--- config.mk ---
export PLATFORM = sky130hd
export DESIGN_NAME = dmem_access_stage
export DESIGN_NICKNAME = d
export VERILOG_FILES = /design/src/rtl/dmem_access_stage_pkg.sv /design/src/rtl/dmem_lane_steer.sv /design/src/rtl/dmem_access_stage.sv
export SDC_FILE = /design/constraint.sdc
export NUM_CORES = 1
export LEC_CHECK = 0
export CELL_PAD_IN_SITES_DETAIL_PLACEMENT = 1
export CELL_PAD_IN_SITES_GLOBAL_PLACEMENT = 1
export CORE_UTILIZATION = 35
export CTS_CLUSTER_DIAMETER = 80
export DETAILED_ROUTE_END_ITERATION = 12
export MAX_ROUTING_LAYER = met4
export PLACE_DENSITY_LB_ADDON = 0.1
export SYNTH_ARGS = -nofsm -noshare
export SYNTH_HDL_FRONTEND = slang
export SYNTH_SLANG_ARGS = --single-unit
--- constraint.sdc ---
create_clock -name clk -period 4.6 [get_ports clk]
set_clock_uncertainty 0.1 [all_clocks]
set_input_delay 0.46 -clock clk [delete_from_list [all_inputs] [get_ports clk]]
set_output_delay 0.46 -clock clk [all_outputs]
set_load 0.03 [all_outputs]
--- src/rtl/dmem_access_stage_pkg.sv ---
// Shared types for the data-memory access stage: FSM state encoding,
// byte-lane width and the registered writeback packet.
package dmem_access_stage_pkg;

  localparam int BE_W     = 4;
  localparam int WORD_W   = 32;
  localparam int RF_IDX_W = 5;

  typedef enum logic [1:0] {
    ST_IDLE      = 2'd0,
    ST_REQ       = 2'd1,
    ST_WAIT_RESP = 2'd2,
    ST_DONE      = 2'd3
  } state_e;

  typedef struct packed {
    logic                v;
    logic                en;
    logic [RF_IDX_W-1:0] rd;
    logic [WORD_W-1:0]   data;
  } wb_pkt_t;

endpackage

--- src/rtl/dmem_lane_steer.sv ---
// Combinational byte-lane steering: store byte-enable/data replication and
// load byte extraction with zero extension.
module dmem_lane_steer
  import dmem_access_stage_pkg::*;
(
  input  logic              st_byte_i,
  input  logic [1:0]        st_lane_i,
  input  logic [WORD_W-1:0] st_data_i,
  output logic [BE_W-1:0]   st_be_o,
  output logic [WORD_W-1:0] st_wdata_o,
  input  logic              ld_byte_i,
  input  logic [1:0]        ld_lane_i,
  input  logic [WORD_W-1:0] ld_rdata_i,
  output logic [WORD_W-1:0] ld_data_o
);

  always_comb begin
    st_be_o    = 4'b1111;
    st_wdata_o = st_data_i;
    if (st_byte_i) begin
      st_be_o    = BE_W'(1) << st_lane_i;
      // The byte is replicated so memory can pick it up from whichever lane is enabled.
      st_wdata_o = {4{st_data_i[7:0]}};
    end
  end

  always_comb begin
    ld_data_o = ld_rdata_i;
    if (ld_byte_i) begin
      ld_data_o = {24'b0, ld_rdata_i[{ld_lane_i, 3'b000} +: 8]};
    end
  end

endmodule

--- src/rtl/dmem_access_stage.sv ---
// Memory-access pipeline stage: sequences one data-memory request/response
// per instruction and emits a one-cycle registered writeback packet.
module dmem_access_stage
  import dmem_access_stage_pkg::*;
#(
  parameter int ADDR_W      = 32,
  parameter int DATA_W      = 32,
  parameter int RF_ADDR_W   = 5,
  parameter int TIMEOUT_CYC = 255
) (
  input  logic                 clk,
  input  logic                 reset,
  input  logic                 valid_i,
  output logic                 ready_o,
  input  logic                 is_load_op_i,
  input  logic                 is_store_op_i,
  input  logic                 is_mem_op_i,
  input  logic                 is_byte_op_i,
  input  logic                 op_writes_rf_i,
  input  logic [RF_ADDR_W-1:0] rd_addr_i,
  input  logic [DATA_W-1:0]    alu_result_i,
  input  logic [DATA_W-1:0]    store_data_i,
  output logic                 dmem_req_v_o,
  input  logic                 dmem_req_yumi_i,
  output logic [ADDR_W-1:0]    dmem_addr_o,
  output logic                 dmem_we_o,
  output logic [BE_W-1:0]      dmem_be_o,
  output logic [DATA_W-1:0]    dmem_wdata_o,
  input  logic                 dmem_resp_v_i,
  input  logic [DATA_W-1:0]    dmem_rdata_i,
  output logic                 wb_v_o,
  output logic                 wb_en_o,
  output logic [RF_ADDR_W-1:0] wb_rd_o,
  output logic [DATA_W-1:0]    wb_data_o,
  output logic                 stall_o,
  output logic                 err_misalign_o,
  output logic                 err_timeout_o,
  output state_e               dbg_state_o
);

  localparam int CNT_W = $clog2(TIMEOUT_CYC + 1);

  // Handshakes: upstream transfers when valid_i && ready_o; the memory request
  // transfers when dmem_req_v_o && dmem_req_yumi_i, and its fields stay frozen
  // until then. dmem_resp_v_i carries no back-pressure and is only honoured in
  // WAIT_RESP.
  state_e               state;
  logic [CNT_W-1:0]     tmo_cnt;
  logic [1:0]           lane_q;
  logic                 load_q;
  logic                 byte_q;
  logic                 wr_rf_q;
  logic [RF_ADDR_W-1:0] rd_q;
  wb_pkt_t              wb_q;

  logic [BE_W-1:0]      st_be;
  logic [DATA_W-1:0]    st_wdata;
  logic [DATA_W-1:0]    ld_data;
  logic                 mem_aligned;

  assign mem_aligned = is_byte_op_i || (alu_result_i[1:0] == 2'b00);

  dmem_lane_steer u_lane_steer (
    .st_byte_i  (is_byte_op_i),
    .st_lane_i  (alu_result_i[1:0]),
    .st_data_i  (store_data_i),
    .st_be_o    (st_be),
    .st_wdata_o (st_wdata),
    .ld_byte_i  (byte_q),
    .ld_lane_i  (lane_q),
    .ld_rdata_i (dmem_rdata_i),
    .ld_data_o  (ld_data)
  );

  always_ff @(posedge clk or posedge reset) begin
    if (reset) begin
      state          <= ST_IDLE;
      tmo_cnt        <= '0;
      lane_q         <= '0;
      load_q         <= 1'b0;
      byte_q         <= 1'b0;
      wr_rf_q        <= 1'b0;
      rd_q           <= '0;
      wb_q           <= '0;
      dmem_req_v_o   <= 1'b0;
      dmem_addr_o    <= '0;
      dmem_we_o      <= 1'b0;
      dmem_be_o      <= '0;
      dmem_wdata_o   <= '0;
      err_misalign_o <= 1'b0;
      err_timeout_o  <= 1'b0;
    end else begin
      case (state)
        ST_IDLE: begin
          if (valid_i) begin
            if (!is_mem_op_i) begin
              wb_q  <= '{v: 1'b1, en: op_writes_rf_i, rd: rd_addr_i, data: alu_result_i};
              state <= ST_DONE;
            end else if (!mem_aligned) begin
              wb_q           <= '{v: 1'b1, en: 1'b0, rd: rd_addr_i, data: alu_result_i};
              err_misalign_o <= 1'b1;
              state          <= ST_DONE;
            end else begin
              lane_q       <= alu_result_i[1:0];
              load_q       <= is_load_op_i;
              byte_q       <= is_byte_op_i;
              wr_rf_q      <= op_writes_rf_i;
              rd_q         <= rd_addr_i;
              dmem_req_v_o <= 1'b1;
              dmem_addr_o  <= {alu_result_i[ADDR_W-1:2], 2'b00};
              dmem_we_o    <= is_store_op_i;
              dmem_be_o    <= st_be;
              dmem_wdata_o <= st_wdata;
              state        <= ST_REQ;
            end
          end
        end
        ST_REQ: begin
          if (dmem_req_yumi_i) begin
            dmem_req_v_o <= 1'b0;
            tmo_cnt      <= '0;
            state        <= ST_WAIT_RESP;
          end
        end
        ST_WAIT_RESP: begin
          if (dmem_resp_v_i) begin
            // A store's response is just the write acknowledgement.
            wb_q  <= '{v: 1'b1, en: load_q & wr_rf_q, rd: rd_q,
                       data: load_q ? ld_data : '0};
            state <= ST_DONE;
          end else begin
            tmo_cnt <= tmo_cnt + CNT_W'(1);
            if (tmo_cnt == CNT_W'(TIMEOUT_CYC - 1)) begin
              wb_q          <= '{v: 1'b1, en: 1'b0, rd: rd_q, data: '0};
              err_timeout_o <= 1'b1;
              state         <= ST_DONE;
            end
          end
        end
        ST_DONE: begin
          wb_q.v         <= 1'b0;
          err_misalign_o <= 1'b0;
          err_timeout_o  <= 1'b0;
          state          <= ST_IDLE;
        end
        default: state <= ST_IDLE;
      endcase
    end
  end

  assign ready_o     = (state == ST_IDLE);
  assign stall_o     = ~ready_o;
  assign wb_v_o      = wb_q.v;
  assign wb_en_o     = wb_q.en;
  assign wb_rd_o     = wb_q.rd;
  assign wb_data_o   = wb_q.data;
  assign dbg_state_o = state;

endmodule
# After elaboration in Yosys (flattened, before gate mapping)
# Index checks and enable logic that the tools add are counted.
totals:
  word_cells: 86
  register_bits: 129
  out_inout_bits: 115
classes:
  n_addsub: 1
  n_eq_ne: 13
  reduce_logical: 17
  shifts: 2
  n_mux: 33
  n_bitwise: 2
op_table:
  columns: ["operator", "count"]
  rows:
  - ["39-bit two-way mux", 5]
  - ["32-bit two-way mux", 3]
  - ["38-bit one-hot mux with 2 select lines", 1]
  - ["32-bit by 6-bit indexed part select with 8-bit output", 1]
  - ["8-bit two-way mux", 2]
  - ["8-bit one-hot mux with 2 select lines", 1]
  - ["4-bit AND reduction", 4]
  - ["2-bit two-way mux", 6]
  - ["2-bit != test, second input constant", 5]
  - ["2-bit nonzero test", 5]
  - ["1-bit two-way mux", 9]
  - ["3-bit AND reduction", 3]
  - ["8-bit by 1-bit adder with 8-bit output, second input constant", 1]
  - ["8-bit equality test, second input constant", 1]
  - ["2-bit one-hot mux with 4 select lines", 1]
  - ["3-bit != test, second input constant", 2]
  - ["1-bit one-hot mux with 2 select lines", 3]
  - ["5-bit AND reduction", 1]
  - ["2-bit equality test, second input constant", 2]
  - ["2-bit zero test", 2]
  - ["4-bit two-way mux", 1]
  - ["2-bit by 1-bit != test with 1-bit output, second input constant", 2]
  - ["1-bit by 2-bit left shift with 4-bit output, first input constant", 1]
  - ["1-bit one-hot mux with 3 select lines", 1]
  - ["5 further kinds", 5]

# Logic depth before layout (Yosys ltp)
# Gate-level depths: netlist (run 1).
depth:
  word_depth: 6
  depth_mapped: 10
  ltp_nobuf: 6

# Modules after synthesis
# Synthesis (run 1) repeated with hierarchy kept, for this count alone.
unflattened:
  hier_cells: 626
  hier_area_um2: 6617.6
by_module_without_submodules:
  columns: ["mod", "area_per_inst_um2", "cells_per_inst", "seq_area_each_um2", "instances"]
  rows:
  - ["dmem_access_stage", 5708.0, 488, 3228.1, 1]
  - ["dmem_lane_steer", 909.6, 138, 0.0, 1]

# Least setup slack after synthesis (run 1)
# OpenSTA, ideal clock, no wires.
synth_timing:
  path_type: "reg2reg"
  from: "register state[0] (netlist: dbg_state_o[0])"
  to: "register wb_q (netlist bit wb_data_o[10])"
  synth_period_minus_slack_ns: 2.300
  stages_incl_launch_ff: 11
  arrival_time_ns: 2.075
  setup_slack_ns: 2.300
  required_ns: 4.375
  path_cell_list: "dfrtp_1 -> inv_1 -> ha_1 -> buf_6 -> and3_1 -> buf_6 -> nor2b_4 -> buf_6 -> buf_6 -> a22o_1 -> mux2_4"
synth_between:
  elab_chain_len: 3
  elab_cells_between_ends: 8
  classes_between: "4 x eq/ne; 1 x mux; 3 x reduce/logical"
synth_rtl:
  columns: ["element", "line_no", "rtl"]
  rows:
  - ["from (decl)", "dmem_access_stage.sv:47", "state_e state;"]
  - ["from (signal assigned)", "dmem_access_stage.sv:77", "state <= ST_IDLE;"]
  - ["from (signal assigned)", "dmem_access_stage.sv:98", "state <= ST_DONE;"]
  - ["from (signal assigned)", "dmem_access_stage.sv:102", "state <= ST_DONE;"]
  - ["2-bit equality test / 2-bit zero test (equally long branches)", "dmem_access_stage.sv:93", "case (state)"]
  - ["3-bit != test (no line) (tied with other cells)", null, null]
  - ["4-bit AND reduction (no line)", null, null]
  - ["to (signal assigned)", "dmem_access_stage.sv:97", "wb_q <= '{v: 1'b1, en: op_writes_rf_i, rd: rd_addr_i, data: alu_result_i};"]
  - ["to (signal assigned)", "dmem_access_stage.sv:100", "wb_q <= '{v: 1'b1, en: 1'b0, rd: rd_addr_i, data: alu_result_i};"]
  - ["to (signal assigned)", "dmem_access_stage.sv:128", "wb_q <= '{v: 1'b1, en: load_q & wr_rf_q, rd: rd_q,"]
  - ["to (decl)", "dmem_access_stage.sv:54", "wb_pkt_t wb_q;"]
# Several ways; a longest one is shown, not always the timed one.
# A chain may end at the register's enable or synchronous reset.

# Final worst setup path (run 1)
layout_timing:
  from: "register state[0] (netlist: dbg_state_o[0])"
  to: "register wb_q (netlist bit wb_data_o[14])"
# The elaborated chain is that of the path after synthesis.

==> results of run 1 <==
-- Yosys cell counts (3+ instances only) --
cell,n
o2bb2ai_1,7
nor3_1,3
dfrtp_1,129
buf_2,10
mux2_4,20
o221ai_1,7
nand3b_1,7
nand2b_1,4
clkbuf_1,12
xnor2_1,6
o21ai_0,33
a21oi_1,11
buf_6,11
nor4_1,4
mux2i_1,28
nand3_1,5
nor2_1,9
ha_1,7
nand2_1,35
buf_4,3
mux2_2,81
or2_2,7
inv_1,10
a22o_1,28
-- cell usage in the layout (no fill, tap or decap), types with 4 or more instances in the layout --
| cell | synthesis | final |
|---|---|---|
| nand2b_1 | 4 | 4 |
| nor2_1 | 9 | 9 |
| ha_1 | 7 | 7 |
| clkdlybuf4s50_1 | 0 | 222 |
| mux2_2 | 81 | 81 |
| nand3b_1 | 7 | 7 |
| nand3_1 | 5 | 4 |
| or2_2 | 7 | 7 |
| o21ai_0 | 33 | 33 |
| clkbuf_16 | 0 | 17 |
| a21oi_1 | 11 | 11 |
| mux2i_1 | 28 | 28 |
| buf_4 | 3 | 7 |
| o221ai_1 | 7 | 7 |
| dfrtp_1 | 129 | 129 |
| a22o_1 | 28 | 28 |
| nor4_1 | 4 | 4 |
| xnor2_1 | 6 | 6 |
| inv_1 | 10 | 9 |
| mux2_4 | 20 | 20 |
| nand2_1 | 35 | 35 |
| clkinv_4 | 0 | 4 |
| o2bb2ai_1 | 7 | 7 |
-- registers in the layout (all words and copies together), names as in the netlist, 2 cells and up --
register and count:
dmem_wdata_o 32, rd_q 5, tmo_cnt 8, dmem_addr_o 30, wb_data_o 32, lane_q 2, dmem_be_o 4, wb_rd_o 5
dbg_state_o 2
-- worst max-delay path: stages (launching register included) --
cell,delay [ns]
dfrtp_1,0.42
inv_1,0.13
ha_1,0.54
inv_1,0.15
o21ai_0,0.23
nand3_2,0.51
buf_4,0.47
mux2_4,0.34
-- per-layer routing --
layer  vias to the layer above  track usage
li1                       2231            -
met1                      2376        0.275
met2                       169        0.351
met3                        22       0.0580
met4                         0       0.0749
met5                         -            -
-- power by group --
part / internal, uW / total, uW / switching [uW]
clock: 896 / 1420 / 522
sequential: 1680 / 2060 / 387
combinational: 1690 / 3620 / 1920
total: 4270 / 7100 / 2830
-- kinds of logic after synthesis --
logic type | Yosys count | synth area share
compound gates | 97 | 0.109
flops | 129 | 0.516
xor+xnor | 6 | 0.00841
buf+inv | 46 | 0.0446
other cells | 1 | 0.000600
mux | 129 | 0.239
fa+ha+maj | 7 | 0.0140
simple gates | 83 | 0.0685
-- worst paths after layout --
kind / from / to / cells after the start
worst max register to register: dbg_state_o[0]$_DFFE_PP0P_ / wb_data_o[14]$_DFFE_PP0P_ / 7
min in group asynchronous: reset / tmo_cnt[3]$_DFFE_PP0P_ / 2
worst max-delay path: dbg_state_o[0]$_DFFE_PP0P_ / wb_data_o[14]$_DFFE_PP0P_ / 7
worst min-delay path: dmem_be_o[2]$_DFFE_PP0P_ / dmem_be_o[2]$_DFFE_PP0P_ / 1
max in group asynchronous: reset / dmem_wdata_o[12]$_DFFE_PP0P_ / 3
worst min register to register: dmem_be_o[2]$_DFFE_PP0P_ / dmem_be_o[2]$_DFFE_PP0P_ / 1
-- stage by stage --
stage	cell area, um2	hold slack, ns	total power [uW]	setup slack [ns]	std cells
after floorplan	6250	0.371	4280	0.599	499
after global placement	8580	0.362	5590	1.61	918
after detailed placement	8580	0.367	5700	1.52	918
after CTS	9210	0.380	7180	1.53	950
after global routing	9210	0.402	7470	1.31	950
final	9210	0.377	7100	1.56	950
-- cell type report --
class / count / area [um2] / area share
clock buffer: 20 / 467 / 0.0507
inverter: 10 / 42.5 / 0.00462
timing repair buffer: 230 / 2280 / 0.248
tap: 225 / 282 / 0.0306
sequential: 129 / 3230 / 0.351
multi-input combinational: 324 / 2750 / 0.299
clock inverter: 12 / 158 / 0.0171
==> flow_summary.toml, run 1 <==
[placement]
portBuffers = 223
gp_congestion = 0.781
dp_hpwl_mm = 13.6

[die]
rows = 48
die_w_um = 136
initial_core_util = 0.360
dieArea_um2 = 18400
io_pins = 226
die_y_um = 136
core_area_um2 = 17400

[synth]
yosysSeqAreaShare = 0.516
synth_edf_count = 0
yosys_most_used_dff = "dfrtp_1"
yosys_warnings = 0
synth_cell_types = 43
synth_area_leader_cell = "dfrtp_1"
synth.avg_cell_area_um2 = 12.6
synth_area_leaders = "dfrtp_1 (52%), mux2_2 (15%), mux2_4 (4.8%)"
synthArstFlopShare = 1.00
synth-seq-cells = 129
synth_area_um2 = 6250
synth_top_area_frac = 0.516
syn-instance-count = 498

[cts]
clockBufferDepth = 2
clock_latency_ns = 0.42
cts-hold-fix-buffers = 0
root_buffer = "clkbuf_16"
postCtsSetupRepairBufs = 0
cts_tree = "yes"
cts_htree_levels = 4
cts.sinks = 129
cts_resized = 0
path_clk_slew_ns = 0.06
cts_made_buffers = 17

[drt]
wl_met2_mm = 9.02
viasPerCell = 5.05
wl_per_cell_um = 20.1
drt_first_pass_iters = 4
top_layer = "met4"
via_count = 4798
drt_iter0_drc = 230
met1Wirelength_mm = 8.50
drt.antenna.violating_nets = 0
wl_met3_mm = 1.24
wirelength_mm = 19.1
drc = 0

[setup_path]
worst-path-max-fanout = 21
arrival_ns = 3.24
rrSetupSlack_ns = 1.56
crit_path_end_kind = "flop"
crit_type = "reg2reg"
critPathLaunchType = "flop"
worst_ep_required_time_ns = 4.80

[global_routing]
grt-ovfl-total = 0
grt_start_max_net_pins = 96
grt_usage = 0.222
antenna_found_initial = 0
grt_first_pass_wirelength_mm = 30.1
grt_pass1_vias = 5428

[timing]
period_share = 0.661
fmax_mhz = 329
slew_viol_final = 0
worstMarginPinSlew_ns = 0.898
setup_viol = 0
max_slew_margin = 0.401
rsz0062_at_grt = "no"
period_minus_slack_ns = 3.04
tns_ns = 0
hold_viol = 0

[layout]
drive_gt1_frac = 0.212
fillCellCount = 1756
area_growth_pct = 47.3
final_util = 0.531
final_nets = 830
num_antenna_cells = 0

[pwr]
power_density_nw_per_um2 = 771
ir_worst_vdd_uv = 489
p_leak_uw = 0.00398

[run]
max-cap-violations = 0

[status]
status = "completed"

[hold_path]
min_path_type = "reg2reg"
No activity file was read; power rests on OpenSTA's default activity.
==> run 2: changes to the inputs <==
==> constraint.sdc (replaced) <==
create_clock -name clk -period 3 [get_ports clk]
set_clock_uncertainty 0.1 [all_clocks]
set_input_delay 0.3 -clock clk [delete_from_list [all_inputs] [get_ports clk]]
set_output_delay 0.3 -clock clk [all_outputs]
set_load 0.03 [all_outputs]
==> run 2 against run 1 <==
- largest power group unchanged
- power is 49% higher
- via count hardly changed
- final cell count is 0.11% lower
- critical path depth is 3 lower
- largest cell class unchanged
- die area stayed put
==> flow_summary.toml, run 2 (synthesis gave the netlist of run 1 again) <==
[layout]
fin_cells = 949
final_nets = 833
area_growth_pct = 46.2
final_util = 0.527
final_cell_mix = "clkdlybuf4s50_1 (222), dfrtp_1 (129), mux2_2 (81)"
drive_gt1_frac = 0.209
layout.cells.most_common = "clkdlybuf4s50_1"
fillCellCount = 1741

[pwr]
p_leak_uw = 0.00395
p_sw_uw = 4260
sw_frac_of_total = 0.404
power_density_nw_per_um2 = 1150
p_seq_frac = 0.297
p_clk_frac = 0.174
p_int_uw = 6290
p_comb_frac = 0.529
ir_worst_vdd_uv = 503

[setup_path]
critPathSlowestCell = "clkdlybuf4s50_1"
critPathMaxStageDelay_ns = 0.74
worst-path-max-fanout = 9
worst_ep_required_time_ns = 2.60
critPathLaunchType = "flop"
path_common_cell = "inv_1"
crit_type = "reg2out"
crit_path_end_kind = "output pin"
crit_chain = "inv_1 -> ha_1 -> inv_1 -> clkdlybuf4s50_1"
arrival_ns = 2.18

[drt]
drt_first_pass_iters = 6
viasPerCell = 5.05
via_count = 4796
drc = 0
drt_iter0_drc = 186
wl_per_cell_um = 19.8
drt.antenna.violating_nets = 0
wirelength_mm = 18.8

[global_routing]
grt_start_max_net_pins = 130
grt_pass1_vias = 5288
use_met1 = 0.270
grt_usage = 0.219
grt-ovfl-total = 0
grt_use_met3 = 0.0692
grt-busiest-layer = "met2"
use_met2 = 0.339
antenna_found_initial = 1
grt_first_pass_wirelength_mm = 29.6

[placement]
gp_congestion = 0.745
portBuffers = 223
post-place-ws_ns = 0.567
dp_hpwl_mm = 13.4
dp_cells = 921

[cts]
path_clk_slew_ns = 0.06
clockBufferDepth = 2
postCtsSetupRepairBufs = 0
clock_latency_ns = 0.42
cts-hold-fix-buffers = 0
cts_htree_levels = 4
root_buffer = "clkbuf_16"
cts_tree = "yes"
cts_made_buffers = 17
cts_resized = 0
cts.sinks = 129

[die]
core_area_um2 = 17400
die_w_um = 136
io_pins = 226
initial_core_util = 0.360
rows = 48
die_y_um = 136
dieArea_um2 = 18400

[hold_path]
min_path_type = "in2async"

[timing]
rsz0062_at_grt = "no"
fmax_mhz = 388
tns_ns = 0
period_minus_slack_ns = 2.58
worstMarginPinSlew_ns = 0.890
layout_setup_ws_ns = 0.425
max_slew_margin = 0.406
slew_viol_final = 0
setup_viol = 0
period_share = 0.858
hold_ws_ns = 0.289
hold_viol = 0

[status]
status = "completed"

[run]
max-cap-violations = 0
run 2: critical path, delay by kind of cell, from the launching register on:
kind | cells | cell delay, ns
DFF | 1 | 0.42
buffers and inverters | 3 | 1.01
adders and majority gates | 1 | 0.32
run 2: worst paths after layout:
path	slack, ns	end	start	depth (start not counted)
max in group asynchronous	1.87	dmem_req_v_o$_DFFE_PP0P_	reset	3
min in group clk	0.34	err_misalign_o$_DFFE_PP0P_	is_byte_op_i	4
max reg2reg	0.80	wb_data_o[7]$_DFFE_PP0P_	lane_q[0]$_DFFE_PP0P_	3
min	0.29	dmem_addr_o[22]$_DFFE_PP0P_	reset	3
min reg2reg	0.37	dmem_be_o[1]$_DFFE_PP0P_	dmem_be_o[1]$_DFFE_PP0P_	1
max	0.42	stall_o	dbg_state_o[0]$_DFFE_PP0P_	4
run 2: final cells by class:
cell class              count  area, um2  share of cell area
repair buffers            233       2330               0.255
clock inverters             6       37.5             0.00411
multi-input cells         324       2750               0.301
diodes                      1       2.50            0.000274
inverters                  10       41.3             0.00452
clock buffers              21        470              0.0515
well taps                 225        282              0.0308
flip-flops and latches    129       3230               0.353
run 2: metal layers:
metal | vias to the layer above | wire (um)
li1 | 2225 | -
met3 | 18 | 1650
met4 | 0 | 278
met1 | 2379 | 7900
met2 | 174 | 8980
met5 | - | 0
run 2: metrics by stage:
step	power, uW	area (um2)
finish	10600	9140
CTS	10700	9140
floorplan	6570	6260
detailed placement	8790	8630
global placement	8610	8630
global route	11200	9140
run 2: power groups by stage:
stage	sequential, uW	clock [uW]	combinational [uW]
6_report	3130	1830	5590
3_5_place_dp	3150	0	5640
4_1_cts	3140	1890	5660
2_1_floorplan	4450	0	2110
5_1_grt	3250	1960	5960
3_3_place_gp	3090	0	5520
==> run 3: changes to the inputs <==
--- a/config.mk
+++ b/config.mk
@@ -5,6 +5,7 @@
 export SDC_FILE = /design/constraint.sdc
 export NUM_CORES = 1
 export LEC_CHECK = 0
+export CAP_MARGIN = 20
 export CELL_PAD_IN_SITES_DETAIL_PLACEMENT = 1
 export CELL_PAD_IN_SITES_GLOBAL_PLACEMENT = 1
 export CORE_UTILIZATION = 35
==> results of run 3 <==
Same layout as run 2: the final DEF is identical, and so are final timing and power.
